==> config.mk <==
export PLATFORM = sky130hd
export DESIGN_NAME = aes_ctr_sequencer
export DESIGN_NICKNAME = d
export VERILOG_FILES = /design/src/rtl/aes_ctr_pkg.sv /design/src/rtl/aes_ctr_sequencer.sv
export SDC_FILE = /design/constraint.sdc
export NUM_CORES = 2
export LEC_CHECK = 0
export ABC_AREA = 1
export CORE_AREA = 3 3 363 365
export DETAILED_ROUTE_END_ITERATION = 16
export DIE_AREA = 0 0 366 368
export SLEW_MARGIN = 20
export SYNTH_ARGS = -nofsm -noshare
export SYNTH_HDL_FRONTEND = slang
export SYNTH_SLANG_ARGS = --single-unit
==> constraint.sdc <==
create_clock -name clk -period 3.95 [get_ports clk]
set_input_delay 0.79 -clock clk [delete_from_list [all_inputs] [get_ports clk]]
set_output_delay 0.79 -clock clk [all_outputs]
set_load 0.03 [all_outputs]
==> src/rtl/aes_ctr_pkg.sv <==
// Shared widths, state encoding and counter helper for the AES-CTR stream sequencer.
package aes_ctr_pkg;

    localparam int unsigned BLOCK_W = 128;
    localparam int unsigned KEY_W   = 128;

    typedef enum logic [2:0] {
        ST_IDLE  = 3'd0,
        ST_KEY   = 3'd1,
        ST_FETCH = 3'd2,
        ST_CORE  = 3'd3,
        ST_WAIT  = 3'd4,
        ST_OUT   = 3'd5
    } state_t;

    // Counter block advances across the full block width and wraps modulo 2^128.
    function automatic logic [BLOCK_W-1:0] ctr_inc(input logic [BLOCK_W-1:0] ctr);
        return ctr + BLOCK_W'(1);
    endfunction

endpackage

==> src/rtl/aes_ctr_sequencer.sv <==
// Runs a multi-block AES-CTR stream through one shared AES core and key-expansion unit,
// one block in flight at a time, with valid/ready plaintext input and ciphertext output.
module aes_ctr_sequencer
    import aes_ctr_pkg::*;
#(
    parameter int unsigned CNT_W = 16
) (
    input  logic               clk,
    input  logic               reset,
    input  logic               cfg_valid,
    output logic               cfg_ready,
    input  logic [KEY_W-1:0]   cfg_key,
    input  logic [BLOCK_W-1:0] cfg_ctr,
    input  logic [CNT_W-1:0]   cfg_len,
    input  logic               abort,
    input  logic               s_valid,
    output logic               s_ready,
    input  logic [BLOCK_W-1:0] s_data,
    output logic               m_valid,
    input  logic               m_ready,
    output logic [BLOCK_W-1:0] m_data,
    output logic               key_start,
    output logic [KEY_W-1:0]   key_out,
    input  logic               key_done,
    output logic               core_start,
    output logic [BLOCK_W-1:0] core_block,
    input  logic [BLOCK_W-1:0] core_result,
    input  logic               core_done,
    output logic               busy,
    output logic               done
);

    state_t               state;
    state_t               state_nxt;
    logic [BLOCK_W-1:0]   ctr;
    logic [BLOCK_W-1:0]   ctr_nxt;
    logic [CNT_W-1:0]     remaining;
    logic [CNT_W-1:0]     remaining_nxt;
    logic [BLOCK_W-1:0]   plain;
    logic [BLOCK_W-1:0]   plain_nxt;
    logic [BLOCK_W-1:0]   m_data_nxt;
    logic                 m_valid_nxt;
    logic [KEY_W-1:0]     key_out_nxt;
    logic [BLOCK_W-1:0]   core_block_nxt;
    logic                 key_start_nxt;
    logic                 core_start_nxt;
    logic                 done_nxt;
    logic                 cfg_ready_nxt;
    logic                 s_ready_nxt;
    logic                 busy_nxt;

    // State and datapath registers; every output is a flop.
    always_ff @(posedge clk) begin
        if (reset) begin
            state      <= ST_IDLE;
            ctr        <= '0;
            remaining  <= '0;
            plain      <= '0;
            m_data     <= '0;
            m_valid    <= 1'b0;
            key_out    <= '0;
            core_block <= '0;
            key_start  <= 1'b0;
            core_start <= 1'b0;
            done       <= 1'b0;
            cfg_ready  <= 1'b1;
            s_ready    <= 1'b0;
            busy       <= 1'b0;
        end else begin
            state      <= state_nxt;
            ctr        <= ctr_nxt;
            remaining  <= remaining_nxt;
            plain      <= plain_nxt;
            m_data     <= m_data_nxt;
            m_valid    <= m_valid_nxt;
            key_out    <= key_out_nxt;
            core_block <= core_block_nxt;
            key_start  <= key_start_nxt;
            core_start <= core_start_nxt;
            done       <= done_nxt;
            cfg_ready  <= cfg_ready_nxt;
            s_ready    <= s_ready_nxt;
            busy       <= busy_nxt;
        end
    end

    // Next-state and next-register logic; abort overrides every transition.
    always_comb begin
        state_nxt      = state;
        ctr_nxt        = ctr;
        remaining_nxt  = remaining;
        plain_nxt      = plain;
        m_data_nxt     = m_data;
        m_valid_nxt    = m_valid;
        key_out_nxt    = key_out;
        core_block_nxt = core_block;
        key_start_nxt  = 1'b0;
        done_nxt       = 1'b0;

        if (abort) begin
            state_nxt      = ST_IDLE;
            ctr_nxt        = '0;
            remaining_nxt  = '0;
            plain_nxt      = '0;
            m_data_nxt     = '0;
            m_valid_nxt    = 1'b0;
            key_out_nxt    = '0;
            core_block_nxt = '0;
        end else begin
            unique case (state)
                ST_IDLE: begin
                    if (cfg_valid) begin
                        key_out_nxt   = cfg_key;
                        ctr_nxt       = cfg_ctr;
                        remaining_nxt = cfg_len;
                        if (cfg_len == '0) begin
                            done_nxt = 1'b1;
                        end else begin
                            state_nxt     = ST_KEY;
                            key_start_nxt = 1'b1;
                        end
                    end
                end
                ST_KEY: begin
                    if (key_done) begin
                        state_nxt = ST_FETCH;
                    end
                end
                ST_FETCH: begin
                    if (s_valid) begin
                        plain_nxt      = s_data;
                        core_block_nxt = ctr;
                        state_nxt      = ST_CORE;
                    end
                end
                ST_CORE: begin
                    state_nxt = ST_WAIT;
                end
                ST_WAIT: begin
                    if (core_done) begin
                        m_data_nxt    = core_result ^ plain;
                        m_valid_nxt   = 1'b1;
                        ctr_nxt       = ctr_inc(ctr);
                        remaining_nxt = remaining - CNT_W'(1);
                        state_nxt     = ST_OUT;
                    end
                end
                ST_OUT: begin
                    if (m_ready) begin
                        m_valid_nxt = 1'b0;
                        if (remaining == '0) begin
                            state_nxt = ST_IDLE;
                            done_nxt  = 1'b1;
                        end else begin
                            state_nxt = ST_FETCH;
                        end
                    end
                end
                default: begin
                    state_nxt = ST_IDLE;
                end
            endcase
        end

        // Status strobes are decoded from the state being entered so they line up with it.
        core_start_nxt = (state_nxt == ST_CORE);
        cfg_ready_nxt  = (state_nxt == ST_IDLE);
        s_ready_nxt    = (state_nxt == ST_FETCH);
        busy_nxt       = (state_nxt != ST_IDLE);
    end

endmodule
==> summary.txt <==
Yosys
  • Area of the mapped netlist: 30,500 um^2
  • Flip-flop and latch count after synthesis: roughly 670
  • Number of distinct library cells after synthesis: 44
  • Post-synth net total: 4,973
  • Leading area contributor after synthesis: dfxtp_1
  • Synthesized instance count: 4,435
  • Post-synthesis sequential area ratio: a little over two fifths
  • Ys flop type: dfxtp_1
  • Number of enable-type register cells in the synthesized netlist: 0
  • Area share of the largest cell type after synthesis: between 40% and 50%
  • Post-Synthesis Mean Instance Area: a little under 7 um^2
  • Ys async rst share: 0%
  • Number of warnings printed during yosys synthesis: 0
  • Top cells by area in the synthesized netlist: dfxtp_1 44%, nand2_1 13%, o21ai_0 8.7%, nor2_1 8.2%, a21oi_1 8.2%

Die
  • DIE WIDTH: 366 um
  • Die footprint: ~130,000 um^2
  • Starting Density: 23.6%
  • Die height: around 370 um
  • Count of pins on the block boundary: roughly 900
  • Site row count: 132
  • Total core area: about 130,000 um^2

Worst setup path
  • Startpoint of the lowest-slack register-to-register path: ctr[23]$_SDFFE_PP0P_
  • Crit path largest cell delay: 0.71 ns
  • Required time at the endpoint of the critical path: 4.43 ns
  • CP Data Arrival Time: approximately 3.5 ns
  • Largest fanout on the critical path: 5
  • Worst reg2reg path depth: 11
  • Cells traversed along the worst timing path: nand2_1, nor2_1, nand2_1, nor2_1, nand2_1, nor2_1, nand2_1, nand2_1, nand3_1, nand2_1, a21oi_1
  • End of the worst register-to-register path: ctr[116]$_SDFFE_PP0P_
  • Most used cell, CP: nand2_1
  • Startpoint class of the critical path: flop
  • WP buf/inv: 0
  • Delay-heaviest family, CP: simple AND/OR/NAND/NOR gates
  • Element type at the critical path end: flop
  • Type of the setup path with the least slack: flop to flop
  • Highest-delay cell along the critical path: nor2_1
  • Slack of the worst reg-to-reg path: ~0.98 ns

Final layout
  • Number of standard cells in the layout, taps in and fillers out: slightly above 7,000
  • Most common cell after layout, fill and taps aside: nand2_1
  • Sequential cell area: around 13,000 um^2
  • Count of fill cells added during filler insertion: between 10,000 and 15,000
  • NumNets Final: between 5,000 and 6,000
  • Total area of multi-input combinational cells: ~15,000 um^2
  • Synthesis-to-layout area growth: 45.9%
  • Commonest non-fill, non-tap cells in the layout: 1,078 x nand2_1, 926 x clkdlybuf4s50_1, 667 x nor2_1
  • Layout cell share with drive strength beyond 1: just over 5%

Worst hold path
  • Type of the most critical hold path: flop to flop
  • Hold Crit Depth: 2
  • Worst Hold End: key_out[43]$_SDFFE_PP0P_
  • Worst hold start: key_out[43]$_SDFFE_PP0P_

Clock tree
  • Setup Buffers After CTS: 0
  • CTS hold repair buffers: 0
  • CTS buffer count: 84
  • Reg clk slew, reported paths: 0.06 ns
  • CTS tree: built
  • Number of buffers between clock root and the deepest sink: 3
  • Clock Sink Count: 666
  • Clk_lat worst skew: around 0.74 ns
  • Clk Tree Root Cell: clkbuf_16
  • Post-CTS resize count: 0
  • Htree depth: 3

Drt
  • Average wire length per cell after detail routing: 24.6 um
  • Total via count after detailed routing: between 30,000 and 40,000
  • DRC violation count after routing: 0
  • Total wirelength of the detailed-routed design: about 170 mm
  • Pre-Repair DR Iteration Count: 6
  • Detailed router's first-iteration violation count: ~3,200
  • Average vias per placed instance: around 4.7
  • Number of nets with antenna violations after routing: 0

Power and ir drop
  • Static Leakage: about 0.016 uW
  • Switching power as a share of total power: about 26%
  • Worst VDD drop: between 0.3 and 0.4 mV
  • Relative contribution of combinational cells to total power: 9.4%
  • Part of the total power dissipated in sequential elements: approximately two fifths
  • Ratio of total power to cell area: between 300 and 400 nW/um^2
  • Int Pwr: between 10,000 and 15,000 uW
  • Switching power of the nets: 4350 uW
  • Part of the power in the clock network: around half

Global route
  • Gr ovfl total: 0
  • Largest net degree at the start of global routing: 257
  • Initial antenna violation count: 74
  • Global-route wire length before repair: 240 mm
  • Via count of the first global-routing pass: roughly 32,000
  • GR Util All Layers: roughly a quarter

Timing
  • Final slew viol count: 0
  • Final setup violating endpoints: 0
  • Achievable frequency: about 340 MHz
  • Setup slack after layout: 0.980 ns
  • Unrepaired setup endpoints after global routing: false
  • Final Hold Slack: 0.463 ns
  • Post-Route Setup TNS: 0 ns
  • Skew final: between 0.1 and 0.15 ns
  • Relative slew margins: between 15 and 20%
  • Minimum period implied by the final worst setup slack: 2.97 ns
  • Number of endpoints with negative hold slack in the final report: 0
  • Part of the cycle the worst path needs: approximately three quarters
  • Slew at the pin closest to its max-slew limit: between 1 and 1.5 ns

Placement
  • Number of input and output port buffers inserted: ~930
  • Post-placement setup slack: about 0.9 ns
  • HPWL after DPL: ~140 mm
  • Gp weighted congestion: between 1 and 1.5
  • Number of placed cells counting well taps: around 6,900

Status
  • Outcome: completed

Run
  • Max cap viols: 0
==> state kept, by name, indices dropped and copies added, names as in the netlist, 3 cells and up <==
name	count
plain	128
remaining	16
key_out	128
ctr	128
core_block	128
state	3
m_data	128
==> synthesized netlist by cell type (7+ instances only) <==
cell type  count
a21oi_1      501
nand4_1        8
nand2_1     1078
nand3_1      193
nor2_1       669
buf_2         76
a31oi_1        8
o211ai_1       7
o21bai_1      12
clkbuf_1     157
nor2_2        27
xnor2_1      131
inv_2         11
o21ai_0      527
nand2_2       11
nor3_1         8
inv_1        234
nor2_4        10
or2_2         25
dfxtp_1      666
==> worst reg2reg max path: stages (launching register included) <==
cell and delay [ns]:
dfxtp_1 0.48, nand2_1 0.15, nor2_1 0.41, nand2_1 0.15, nor2_1 0.19, nand2_1 0.24
nor2_1 0.71, nand2_1 0.12, nand2_1 0.08, nand3_1 0.06, nand2_1 0.07, a21oi_1 0.05
==> metrics by stage <==
step | instance area, um^2 | util (%) | power, uW
6_report | 44500 | 34.4 | 16900
5_1_grt | 44400 | 34.4 | 17500
4_1_cts | 44400 | 34.4 | 17100
3_5_place_dp | 41400 | 32.0 | 8680
3_3_place_gp | 41400 | 32.0 | 8670
2_1_floorplan | 30500 | - | 7720
==> layer usage <==
| metal | up-vias | GRT usage (%) | share of wire [%] |
|---|---|---|---|
| met4 | 42 | 11.2 | 4.8 |
| met3 | 293 | 7.91 | 9.1 |
| met2 | 1360 | 40.8 | 46 |
| met5 | - | 0 | 0.16 |
| li1 | 16000 | - | - |
| met1 | 15700 | 29.3 | 39 |
==> power by group through the flow <==
stage | Clock [uW] | Sequential, uW | Combinational [uW]
2_1_floorplan | 0 | 7140 | 575
3_3_place_gp | 0 | 7080 | 1590
3_5_place_dp | 0 | 7080 | 1590
4_1_cts | 8590 | 6940 | 1600
5_1_grt | 8860 | 6950 | 1710
6_report | 8410 | 6940 | 1600
==> cells by family after synthesis <==
kind of cell | synth area share [%]
simple gates | 27.4
compound gates | 18.3
buf+inv | 6.50
fa+ha+maj | 0.0821
xor+xnor | 3.94
flops | 43.8
==> final cells by class <==
type                            count  area share, %
Multi-Input combinational cell   3277           34.2
Clock buffer                      122           5.45
Inverter                          245           2.10
Clock inverter                     34           1.33
Sequential cell                   666           30.0
Antenna cell                       32          0.180
Timing Repair Buffer              960           21.9
Tap cell                         1742           4.90
==> worst max path at each step <==
stage | from | end | depth (start not counted)
CTS | core_block[122]$_SDFFE_PP0P_ | core_block[122] | 1
global placement | s_valid | core_block[38]$_SDFFE_PP0P_ | 7
floorplan | abort | core_block[12]$_SDFFE_PP0P_ | 6
global route | ctr[1]$_SDFFE_PP0P_ | ctr[88]$_SDFFE_PP0P_ | 13
finish | ctr[23]$_SDFFE_PP0P_ | ctr[116]$_SDFFE_PP0P_ | 11
detailed placement | s_valid | core_block[27]$_SDFFE_PP0P_ | 7
No activity file was read; power rests on OpenSTA's default activity.
